### src/rtl/or_reduce_pkg.sv
// Shared types and elaboration helpers for the pipelined OR-reduction tree.
// Tree level count and per-level widths are derived here from WIDTH and FANIN.
package or_reduce_pkg;

  localparam int MAX_WIDTH  = 256;
  localparam int MAX_LEVELS = 8;

  typedef struct packed {
    logic valid;
    logic inv;
  } sb_t;

  function automatic int clog_base(input int n, input int base);
    int v;
    int l;
    v = 1;
    l = 0;
    for (int i = 0; i < MAX_LEVELS; i++) begin
      if (v < n) begin
        v = v * base;
        l = l + 1;
      end
    end
    return l;
  endfunction

  // width of the bit vector entering level k
  function automatic int lvl_width(input int n, input int base, input int k);
    int w;
    w = n;
    for (int i = 0; i < MAX_LEVELS; i++) begin
      if (i < k) w = (w + base - 1) / base;
    end
    return w;
  endfunction

endpackage

### src/rtl/or_reduce_stage.sv
// One registered level of the reduction tree: groups of FANIN bits are
// OR-ed (or XOR-ed when XOR_EN=1), with missing inputs tied to 0.
module or_reduce_stage
  import or_reduce_pkg::*;
#(
  parameter int IN_W   = 16,
  parameter int FANIN  = 4,
  parameter bit XOR_EN = 1'b0,
  localparam int OUT_W = (IN_W + FANIN - 1) / FANIN
) (
  input  logic             clk,
  input  logic             rst_n,
  input  logic             en,
  input  logic [IN_W-1:0]  in_d,
  output logic [OUT_W-1:0] out_q
);

  logic [OUT_W*FANIN-1:0] pad;
  logic [OUT_W-1:0]       red_d;
  logic [OUT_W-1:0]       red_q;

  always_comb begin
    pad = '0;
    pad[IN_W-1:0] = in_d;
    red_d = red_q;
    if (en) begin
      for (int g = 0; g < OUT_W; g++) begin
        red_d[g] = XOR_EN ? ^pad[g*FANIN +: FANIN]
                          : |pad[g*FANIN +: FANIN];
      end
    end
  end

  always_ff @(posedge clk) begin
    if (!rst_n) red_q <= '0;
    else        red_q <= red_d;
  end

  assign out_q = red_q;

endmodule

### src/rtl/or_reduce_pipe.sv
// Pipelined WIDTH->1 OR reduction with NOR select and sticky accumulator.
// Define OR_REDUCE_PARITY_EN to add the out_par XOR-reduction output.
module or_reduce_pipe
  import or_reduce_pkg::*;
#(
  parameter int WIDTH = 16,
  parameter int FANIN = 4,
  localparam int LEVELS = clog_base(WIDTH, FANIN)
) (
  input  logic             clk,
  input  logic             rst_n,
  input  logic             in_valid,
  output logic             in_ready,
  input  logic [WIDTH-1:0] in_data,
  input  logic             in_inv,
  output logic             out_valid,
  input  logic             out_ready,
  output logic             out_y,
  input  logic             acc_en,
  input  logic             acc_clr,
  output logic             out_acc
`ifdef OR_REDUCE_PARITY_EN
  ,
  output logic             out_par
`endif
);

  logic en;
  logic raw;
  logic hs;
  logic acc_d;
  logic acc_q;
  sb_t  sb_d [LEVELS];
  sb_t  sb_q [LEVELS];

  assign en        = out_ready | ~out_valid;
  assign in_ready  = en;
  assign out_valid = sb_q[LEVELS-1].valid;
  assign hs        = out_valid & out_ready;

  for (genvar k = 0; k < LEVELS; k++) begin : g_lvl
    localparam int IW = lvl_width(WIDTH, FANIN, k);
    localparam int OW = lvl_width(WIDTH, FANIN, k + 1);
    logic [IW-1:0] d_in;
    logic [OW-1:0] q;
`ifdef OR_REDUCE_PARITY_EN
    logic [IW-1:0] p_in;
    logic [OW-1:0] p_q;
`endif
    if (k == 0) begin : g_first
      assign d_in = in_data;
`ifdef OR_REDUCE_PARITY_EN
      assign p_in = in_data;
`endif
    end else begin : g_next
      assign d_in = g_lvl[k-1].q;
`ifdef OR_REDUCE_PARITY_EN
      assign p_in = g_lvl[k-1].p_q;
`endif
    end

    or_reduce_stage #(
      .IN_W  (IW),
      .FANIN (FANIN),
      .XOR_EN(1'b0)
    ) u_stage (
      .clk  (clk),
      .rst_n(rst_n),
      .en   (en),
      .in_d (d_in),
      .out_q(q)
    );

`ifdef OR_REDUCE_PARITY_EN
    or_reduce_stage #(
      .IN_W  (IW),
      .FANIN (FANIN),
      .XOR_EN(1'b1)
    ) u_par (
      .clk  (clk),
      .rst_n(rst_n),
      .en   (en),
      .in_d (p_in),
      .out_q(p_q)
    );
`endif
  end

  assign raw   = g_lvl[LEVELS-1].q[0];
  assign out_y = raw ^ sb_q[LEVELS-1].inv;
`ifdef OR_REDUCE_PARITY_EN
  assign out_par = g_lvl[LEVELS-1].p_q[0];
`endif

  always_comb begin
    sb_d = sb_q;
    if (en) begin
      sb_d[0] = '{valid: in_valid, inv: in_inv};
      for (int k = 1; k < LEVELS; k++) sb_d[k] = sb_q[k-1];
    end
  end

  // clear first, then fold in the delivered beat's raw result
  always_comb begin
    acc_d = acc_q;
    if (acc_clr) acc_d = 1'b0;
    if (hs && acc_en) acc_d = acc_d | raw;
  end

  always_ff @(posedge clk) begin
    if (!rst_n) begin
      for (int k = 0; k < LEVELS; k++) sb_q[k] <= '0;
      acc_q <= 1'b0;
    end else begin
      sb_q  <= sb_d;
      acc_q <= acc_d;
    end
  end

  assign out_acc = acc_q;

endmodule

### config.mk
export PLATFORM = sky130hd
export DESIGN_NAME = or_reduce_pipe
export DESIGN_NICKNAME = d
export VERILOG_FILES = /design/src/rtl/or_reduce_pkg.sv /design/src/rtl/or_reduce_stage.sv /design/src/rtl/or_reduce_pipe.sv
export SDC_FILE = /design/constraint.sdc
export NUM_CORES = 1
export LEC_CHECK = 0
export CORE_AREA = 2 2 39 41
export CTS_BUF_LIST = sky130_fd_sc_hd__clkbuf_16
export DETAILED_ROUTE_END_ITERATION = 8
export DIE_AREA = 0 0 41 43
export DONT_BUFFER_PORTS = 1
export GPL_TIMING_DRIVEN = 0
export PLACE_DENSITY_LB_ADDON = 0.3
export SLEW_MARGIN = 20
export SYNTH_ARGS = -nofsm -noshare
export SYNTH_HDL_FRONTEND = slang
export SYNTH_HIERARCHICAL = 1
export SYNTH_SLANG_ARGS = --single-unit
### constraint.sdc
create_clock -name clk -period 2.5 [get_ports clk]
set_clock_uncertainty 0.1 [all_clocks]
set_input_delay 0.25 -clock clk [delete_from_list [all_inputs] [get_ports clk]]
set_output_delay 0.25 -clock clk [all_outputs]
set_load 0.02 [all_outputs]
==> summary.md, run 1 <==
For the pin with the worst max-slew slack, the measured transition is 0.440 ns. The run finished with clean final reports. TritonCTS built the clock tree. The count of buffering cells on the critical path with inverters included is 0.

After floorplanning, the core was sized to cover 1380 µm². The final route contains 293 vias. Layout overhead on the synthesized area: 23.7%. The clock network burns 57.2% of the power.

The share of the synthesized area in compound gates (AO/OA/AOI/OAI) was 16.2%; the first-pass GRT wire length was 1010 µm. Per report_power, the combinational group accounts for 4.9% of the total. The depth of the critical timing path with buffers and inverters included came out at 1.

Gates resized during post-CTS repair numbered 0. For the initial antenna violation count, the log shows 0. The clock passes through at most 2 buffers. For flop-to-flop paths, the worst setup slack is 1.30 ns. The die covers 1760 µm².

Starting utilization of the core area: 29.0%. The tools report the fmax as 754 MHz. The number of cells on the worst reg-to-reg path is 4. For the post-cts hold buffer count, the log shows 0. The via count of the first global-routing pass is 265, and the CTS H-tree depth is 1. The switching part of the total power was 17.7%; the per-instance average area after synthesis was 10.3 µm². After synthesis, the largest family of logic cells by area is simple AND/OR/NAND/NOR gates.

The clock period minus worst slack was 1.33 ns. Setup repair after global routing left no endpoint under its margin. The floorplan has 14 rows. Reg-to-reg endpoint: g_lvl[0].u_stage/out_q[0]$_SDFFE_PN0P_. Share of layout cells above drive strength 1: 14.3%. The critical path startpoint category is a flip-flop. The tools report the clock tree root buffer cell as clkbuf_16. The number of setup buffers added after CTS is 0. The run gives 9.06% as the total global routing track utilization. The xor/xnor share of the synthesized area came out at 2.18%. The count of pins over their slew limit was 0. The worst setup path is of the reg -> out kind. In this run, the number of DRC markers left after iteration 0 of detailed routing was 0. Measured against its own limit, the worst slew margin works out to 70.6%. The post-synthesis mux area share was 7.48%; the number of clock sinks seen by CTS was 10. The leakage power of the design is 0.200 nW. The tools report the synthesized instance count as 39. Following the worst setup path forward leads to its endpoint at out_y. Net switching power: 0.0000837 W. The largest fanout of any net on the critical path is 3. The startpoint identified for the worst register-to-register timing path is out_valid$_SDFFE_PN0P_. The cell family with the largest share of critical-path delay was XOR/XNOR gates. Of the total synthesized cell area, the portion taken by full adders, half adders and majority gates is 0%. For this design, the slowest cell found on the critical path is xor2_1. Counting flops and latches in the post-synthesis netlist gives 10.

The number of different library cells used by synthesis comes to 14. STA puts the critical path data arrival time at 0.98 ns. The run gives 67 as the total number of nets in the final design. For this run, the register share of the synthesized area comes to 49.8%. The width of the die is 41 µm, and the number of buffers inserted during clock tree synthesis is 3.

The count of nets left with antenna violations once routing finished came out at 0. The worst hold path belongs to the class in -> reg. The tools report the fraction of power consumed by sequential logic as 37.9%. Data on the critical path is required at its endpoint by 2.15 ns. The mapped netlist covers 402 µm².

Setup violations remaining at the end of the flow were counted as 0. After routing, the total negative slack on setup checks comes to 0 ns. The run gives 0.0509 ns as the final-layout worst hold slack. In the layout the commonest cells are dfxtp_1, o21ai_0, a21oi_1. Wires add up to 720 µm.

In this run the count of I/O pins placed on the die edge is 27. The logs give 0 for the hold violation total from the final report and 0.23 ns for the clock latency at the later pin of the worst-skew pair. The number of violations of the max-capacitance limit was 0; the simple logic cell fraction of the synthesized area was 20.6%. The average vias per placed instance is 5.05. The peak per-stage delay on the critical path was 0.39 ns. For the total iterations of the first detailed-routing run, the log shows 1. Entering global routing, the biggest net connects 16 pins. The total overflow left after global routing is 0. The power density relative to cell area is 950 nW/µm². Tracing the worst setup path back leads to its startpoint at g_lvl[1].u_stage/out_q$_SDFFE_PN0P_. At the end of routability-driven placement, the weighted congestion stood at 0.633. The fraction of the cycle the final worst path needs is 53.1%, and the total of buffers placed on input and output ports is 0. The wire length per cell after detailed routing was 12.4 µm; the post-detailed-route DRC marker count was 0. In this run the vertical extent of the chip is 43 µm. The critical path goes through xor2_1. IR analysis of the VDD net gives a maximum drop of 0.261 mV.

The post-CTS clock slew at the launch and capture registers of the worst setup and hold paths came out at 0.04 ns. Yosys synthesis warning count: 6. The library cell used most frequently in the layout, excluding fill and tap cells, is dfxtp_1.

The number of nets in the synthesized netlist is 62. The internal portion of the total power is 0.000388 W. Nature of the critical path endpoint: an output pin. Total inserted antenna cells: 0.
==> power by group through the flow <==
| stage | Clock (W) | Sequential (W) | Combinational [W] |
|---|---|---|---|
| after floorplan | 0 | 0.000180 | 0.0000210 |
| after global placement | 0 | 0.000181 | 0.0000228 |
| after detailed placement | 0 | 0.000181 | 0.0000233 |
| after CTS | 0.000277 | 0.000179 | 0.0000235 |
| after global routing | 0.000283 | 0.000180 | 0.0000265 |
| final | 0.000270 | 0.000179 | 0.0000231 |
==> logic make-up after synthesis <==
group / count (synthesis)
flops: 10
simple gates: 11
buf+inv: 2
mux: 3
compound gates: 12
xor+xnor: 1
==> layout make-up <==
type | instances | area (µm²)
buffer | 1 | 11.3
sequential | 10 | 200
clock buffer | 3 | 75.1
multi-input combinational | 27 | 186
fill | 150 | 887
tap | 16 | 20.0
inverter | 1 | 3.75
==> per-stage QoR <==
stage	setup slack, ns	cells	total power [W]	area [µm²]	util [%]
floorplan	1.38	39	0.000201	402	-
global placement	1.33	55	0.000204	422	30.5
detailed placement	1.31	55	0.000205	422	30.5
CTS	1.16	58	0.000479	497	35.9
global route	1.11	58	0.000490	497	35.9
finish	1.17	58	0.000472	497	35.9
==> how the worst min path moves through the flow <==
stage                      from                   end  slack (ns)  depth (start not counted)
after floorplan           rst_n  sb_q[0]$_SDFFE_PN0P_        0.28                          1
after global placement    rst_n  sb_q[2]$_SDFFE_PN0P_        0.28                          1
after detailed placement  rst_n  sb_q[0]$_SDFFE_PN0P_        0.29                          1
after CTS                 rst_n  sb_q[2]$_SDFFE_PN0P_        0.05                          1
after global routing      rst_n  sb_q[2]$_SDFFE_PN0P_        0.06                          1
final                     rst_n  sb_q[2]$_SDFFE_PN0P_        0.05                          1
==> cells in the mapped netlist, drive strengths merged <==
| cell | instances | area (µm²) |
|---|---|---|
| inv | 1 | 3.75 |
| nand4 | 1 | 6.26 |
| nor2b | 3 | 18.8 |
| xor2 | 1 | 8.76 |
| nand2b | 2 | 20.0 |
| nor4 | 5 | 37.5 |
| dfxtp | 10 | 200 |
| a21oi | 5 | 25.0 |
| mux2i | 3 | 30.0 |
| o21ai | 5 | 25.0 |
| buf | 1 | 11.3 |
| a21boi | 2 | 15.0 |
==> flip-flops by register name, indices dropped and copies added (netlist names) <==
signal and flops:
out_acc 1, g_lvl.u_stage/out_q 5, sb_q 3, out_valid 1
==> layer usage <==
metal	track usage [%]	share of wire [%]
met1	10.4	45
met2	12.5	43
met4	10.0	1.9
met5	0	0
met3	1.57	9.9
==> worst register-to-register path, delay by kind of cell (launching register included) <==
| kind | cells | cell delay, ns |
|---|---|---|
| DFF | 1 | 0.49 |
| AOI/OAI and AO/OA | 2 | 0.25 |
| buffers and inverters | 1 | 0.17 |
| and+or+nand+nor | 1 | 0.07 |
Note: power is estimated with default switching activity, not from simulation.
==> inputs of run 2 (changes only) <==
==> constraint.sdc (replaced) <==
create_clock -name clk -period 1.28 [get_ports clk]
set_clock_uncertainty 0.1 [all_clocks]
set_input_delay 0.128 -clock clk [delete_from_list [all_inputs] [get_ports clk]]
set_output_delay 0.128 -clock clk [all_outputs]
set_load 0.02 [all_outputs]
==> summary.md, run 2 (synthesized netlist as in run 1, its figures left out) <==
The flow ran to the end, and the final reports show no timing, DRC or antenna violations. The fraction of power consumed by sequential logic was 35.7%; the total of buffers placed on input and output ports was 0. The worst path in the final design needs a cycle of 1.21 ns, including I/O delays and setup.

The die is 43 µm tall. After detailed placement, the total cell area comes to 422 µm². Walking the worst path, the cells encountered are xor2_1. The count of buffering cells on the critical path with inverters included was 0; the number of buffers inserted during clock tree synthesis was 3.

The largest net degree at the start of global routing is 16, and the starting utilization of the core area is 29.0%. The depth of the critical timing path with buffers and inverters included came out at 1. Combinational logic burns 10.4% of the power. The clock network accounts for 53.9% of the total power. Global routing used 11.4% of the available tracks. Critical setup path kind: reg -> out. The logs give 1.05 ns for the endpoint required time on the critical path and 0 for the hold violation total from the final report. The largest vdd supply drop was 0.529 mV; the net switching power was 0.000176 W.

Counting tap cells, the placed design contains a total of 55 instances. In this run switching power makes up 18.0% of total power. The min-delay analysis places its worst path in the category in -> reg. For the violation count after the first detailed-routing iteration, the log shows 3. The run gives 0 as the initial antenna violation count. The total core area is 1380 µm². After clock tree synthesis, the setup repair step added 0 buffers.

The run gives 1 as the CTS H-tree depth. The tree is rooted in a clkbuf_16. The count of nets left with antenna violations once routing finished came out at 0. The number of flip-flops in the largest register was 5; the layout filler cell count was 132. The fraction of the cycle the final worst path needs was 94.3%; the total number of nets in the final design was 89. The worst setup path is launched from a flip-flop.

The die footprint was 1760 µm². Leaving out filler cells and counting taps, the final layout contains 80. Setup violations remaining at the end of the flow were counted as 0. For this design the top-level I/O count stands at 27.

The tools report the post-detailed-route DRC marker count as 0. The number of standard-cell rows in the floorplan is 14. STA classifies the critical path endpoint as an output pin.

The first global-routing pass estimated 1300 µm of wire. For this run, the top clock speed supported by timing is 828 MHz. For the worst flop-to-flop path, the logic depth is 4. OpenSTA, run right after detailed placement, puts the worst setup slack at 0.0915 ns. For the worst-skew pair, the clock arrives at the later sink with an insertion delay of 0.23 ns.

Post-route worst setup slack: 0.0726 ns. The post-detailed-routing wire length was 919 µm. From left edge to right edge, the die measures 41 µm. The count of pins over their slew limit was 0; the via count of the first global-routing pass was 337. The worst pin sits at a relative slew slack of 70.5%. The post-CTS clock slew at the launch and capture registers of the worst setup and hold paths was 0.04 ns.

Across the whole layout, storage elements account for 201 µm². The average vias per placed instance is 4.71. Leaving out fill and tap cells, the most frequent cell in the layout is dlygate4sd3_1. The number of antenna diodes in the final layout is 0.

Counting every sink on the clock net gives 10. The tools report the number of violations of the max-capacitance limit as 0. Setup repair after global routing left no endpoint under its margin.

The slowest stage of the critical path is the xor2_1 cell. Grouping stages by cell kind, the critical path spends the most delay in XOR/XNOR gates. The internal power is 0.000803 W. The pre-antenna-repair detailed-routing pass consisted of 2 iterations. Of all nets on the critical path, the largest fanout is 3. On the worst path, the slowest cell contributes a delay of 0.40 ns. In this run the power density over the cells is 1360 nW/µm². For the final routed database, the setup TNS stands at 0 ns. Summing all multi-input logic gate instances after layout gives 186 µm².

The worst hold path passes through 3 cells. The layout overhead on the synthesized area is 78.8%, and the final non-filler cell area is 718 µm². The tools report the leakage power of the design as 0.292 nW. Routability-driven placement finished with a final weighted congestion of 0.633. The top cell types in the final layout, fill and taps aside, are dlygate4sd3_1, dfxtp_1, o21ai_0, a21oi_1, nor4_1. At the pin with the least slew margin, the transition time is 0.442 ns. At the worst endpoint, the arrival time is 0.98 ns.

The wire length per cell after detailed routing came out at 11.5 µm. TritonCTS built the clock tree. For the largest buffer count on any clock path, the log shows 2. After global routing the overflow that remains totals 0. The post-route netlist has 10.9% of its cells at a drive strength greater than 1. For this run, the share of the core covered by cells in the final layout is 51.9%. Across all layers, the routed design uses 377 vias.
## run 2: path summary, 6_finish.rpt
path	startpoint	endpoint	slack, ns
max	g_lvl[1].u_stage/out_q$_SDFFE_PN0P_	out_y	0.07
max reg2reg	out_valid$_SDFFE_PN0P_	sb_q[3]$_SDFFE_PN0P_	0.17
min reg2reg	sb_q[3]$_SDFFE_PN0P_	out_valid$_SDFFE_PN0P_	0.35
min	out_ready	g_lvl[0].u_stage/out_q[1]$_SDFFE_PN0P_	0.19
## run 2: what timing repair did
| action | in CTS | in global routing |
|---|---|---|
| gates resized for setup | 0 | 1 |
| endpoints found under the setup margin | 0 | 1 |
| hold buffers | 22 | 0 |
| endpoints found under the hold margin | 10 | 0 |
## run 2: layer usage
layer	wire length [µm]	up-vias	GRT usage, %
met4	12	0	10.0
met5	0	-	0
met3	51	2	1.57
met2	474	17	18.1
li1	-	195	-
met1	380	163	12.0
## run 2: final cells by class
cell class                      count  area share [%]
Multi-Input combinational cell     27            26.0
Buffer                              1            1.57
Clock buffer                        3            10.5
Sequential cell                    10            28.0
Timing Repair Buffer               22            30.7
Inverter                            1           0.523
Tap cell                           16            2.79
## run 2: power groups by stage
stage                     Combinational (W)  Sequential, W  Clock [W]
after global routing               0.000112       0.000353   0.000549
after detailed placement          0.0000455       0.000354          0
after global placement            0.0000446       0.000354          0
final                              0.000102       0.000350   0.000527
after CTS                          0.000102       0.000349   0.000541
after floorplan                   0.0000410       0.000352          0
## run 2: per-stage QoR
step	hold slack, ns	power [W]
finish	0.194	0.000979
global route	0.220	0.00101
CTS	0.193	0.000992
detailed placement	0.166	0.000400
global placement	0.158	0.000399
floorplan	0.156	0.000392
## run 2: tightest hold or removal path, cell delays in order
cell and delay [ns]:
nand2b_4 0.09, buf_6 0.17, a21oi_1 0.08
==> inputs of run 3 (changes only) <==
==> constraint.sdc (replaced) <==
create_clock -name clk -period 1.28 [get_ports clk]
set_clock_uncertainty 0.1 [all_clocks]
set_input_delay 0.256 -clock clk [delete_from_list [all_inputs] [get_ports clk]]
set_output_delay 0.256 -clock clk [all_outputs]
set_load 0.05 [all_outputs]
==> summary.md, run 3 (synthesized netlist as in run 1, its figures left out) <==
Summing over every cut layer, the via total after detailed routing is 319. The sum of overflow across all layers after global routing is 0. The leakage power of the design came out at 0.234 nW. The tools report the max-slew headroom at the worst pin as 66.7%. The worst setup path is captured at an output pin.

The run gives -0.0310 ns as the total negative slack. The width of the die came out at 41 µm. The peak per-stage delay on the critical path came out at 0.37 ns. Wire segments on met3 add up to 74 µm in the final route.

For this block, the routed nets add up to 847 µm of wire. Setup repair after global routing could not meet its margin everywhere. The total inserted antenna cells is 0. The class of the tightest hold or removal check was in -> reg. Fmax: 763 MHz. The worst path needs 1.31 ns of the cycle, external delays included. The fraction of the cycle the final worst path needs is 102%. Largest net degree at the start of global routing: 16. Data on the critical path arrives at its endpoint at 0.96 ns. Clock tree synthesis found a total of 10 sinks.

Cell count of the worst hold path: 1. The cell family with the largest share of critical-path delay was flip-flops. The run gives 0 as the post-cts hold buffer count.

In the routed layout, each cell is associated on average with a via count of 5.15. The checks that failed: negative setup slack. Power density relative to cell area: 1690 nW/µm². The transition time of the tightest slew-check pin works out to 0.498 ns. Share of layout cells above drive strength 1: 28.3%. The most frequent standard cell in the layout excluding fill and tap cells is dfxtp_1.

The largest individual stage delay along the critical path comes from the cell dfxtp_4. Buffers placed on the I/O ports in this run total 0. The run finished, with violations left. Die boundary height: 43 µm. Setup slack on the worst reg-to-reg path comes out at 0.05 ns. In the layout the commonest cells are dfxtp_1, o21ai_0, a21oi_1. The initial antenna violation count is 0. Traced cell by cell, the critical path runs through xor2_4. The tools report the count of pins over their slew limit as 0.

In this run the most critical hold path is launched from rst_n. The logs give 0 for the post-detailed-route DRC marker count and 0.0330 ns for the post-placement worst setup slack. In the final routed layout, each cell accounts on average for 13.7 µm. The total global routing track utilization was 10.5%; the first-pass GRT wire length was 1190 µm.

For this block, the initial DRC count from the detailed router was 3. Layout overhead on the synthesized area: 44.2%. TritonCTS built the clock tree.

The endpoint identified for the worst register-to-register timing path is g_lvl[1].u_stage/out_q$_SDFFE_PN0P_. At the end of routability-driven placement, the weighted congestion stood at 0.664. STA puts the critical path data required time at 0.92 ns. The count of nets left with antenna violations once routing finished came out at 0.

In this run the critical register-to-register path is launched from out_valid$_SDFFE_PN0P_. Across the run, the number of max-cap violations was 0. After detailed routing, the wire length on met1 is 317 µm. The post-route worst setup slack was -0.0310 ns.

After floorplanning, the core was sized to cover 1380 µm². In this run the deepest clock path goes through 2 buffers. Signal routing reaches up to met4. The register with the most flip-flops in the layout has 5 of them. The clock latency at the later pin of the worst-skew pair is 0.23 ns. For hold timing, the worst endpoint is sb_q[2]$_SDFFE_PN0P_. The largest vdd supply drop came out at 0.577 mV.

Clock-pin slew was measured on the worst setup and hold paths at 0.04 ns. The count of buffering cells on the critical path with inverters included came out at 0. STA classifies the critical path startpoint as a flip-flop.

The logs give 1 for the CTS H-tree depth and 279 for the via count of the first global-routing pass. The number of buffers inserted during clock tree synthesis is 3, and the largest fanout of any net on the critical path is 2. The tools report the total number of nets in the final design as 70.

The tools report the clock tree root buffer cell as clkbuf_16. The total iterations of the first detailed-routing run was 2. The run gives 27 as the count of pins on the block boundary. After detailed routing, the met2 layer carries 439 µm of wire. The tools report the total setup violations reported at the end of the flow as 1. Path depth of the worst reg2reg path: 5. The detailed-placement wirelength estimate is 512 µm, and the hold violation total from the final report is 0.

The critical setup path kind was reg -> out. The logs give 14 for the number of standard-cell rows in the floorplan and 1760 µm² for the die footprint. Fill cells in the final layout number 141. For this configuration, the core starts out at a cell density of 29.0%.
run 3: power by group:
group / switching [W] / internal [W]
clock network: 0.000137 / 0.000408
registers: 0.0000247 / 0.000331
logic: 0.0000386 / 0.0000373
run 3: area by class of cell:
cell class	count	area, µm²	area share, %
sequential	10	211	36.5
multi-input combinational	27	205	35.4
clock buffer	3	75.1	13.0
timing repair buffer	3	40.0	6.91
buffer	1	20.0	3.46
tap	16	20.0	3.46
clock inverter	1	3.75	0.648
inverter	1	3.75	0.648
run 3: routing by layer:
metal | vias to the layer above | track usage [%]
met5 | - | 0
met4 | 0 | 8.00
met3 | 2 | 4.71
met2 | 18 | 14.4
met1 | 142 | 12.0
li1 | 157 | -
run 3: through the flow:
step                std cells  power [W]  util [%]  hold WS [ns]  area [µm²]
finish                     62   0.000977      41.9        0.0521         579
global route               62    0.00103      41.9        0.0528         579
CTS                        60   0.000985      39.5        0.0489         547
detailed placement         55   0.000419      31.1         0.290         430
global placement           55   0.000419      31.1         0.289         430
floorplan                  39   0.000412         -         0.284         410
run 3: worst max path at each step:
stage | slack [ns] | to | start | depth (start not counted)
6_report | -0.03 | out_y | sb_q[0]$_SDFFE_PN0P_ | 1
5_1_grt | -0.06 | out_y | sb_q[0]$_SDFFE_PN0P_ | 1
4_1_cts | -0.03 | out_y | g_lvl[1].u_stage/out_q$_SDFFE_PN0P_ | 1
3_5_place_dp | 0.03 | out_y | g_lvl[1].u_stage/out_q$_SDFFE_PN0P_ | 1
3_3_place_gp | 0.03 | out_y | g_lvl[1].u_stage/out_q$_SDFFE_PN0P_ | 1
2_1_floorplan | 0.07 | out_y | g_lvl[1].u_stage/out_q$_SDFFE_PN0P_ | 1
run 3: what timing repair did:
action                                  in CTS  in global routing
pin swaps                                    1                  1
buffers inserted                             1                  1
endpoints found under the setup margin       2                  2
gates cloned                                 0                  1
gates resized for setup                      8                  0
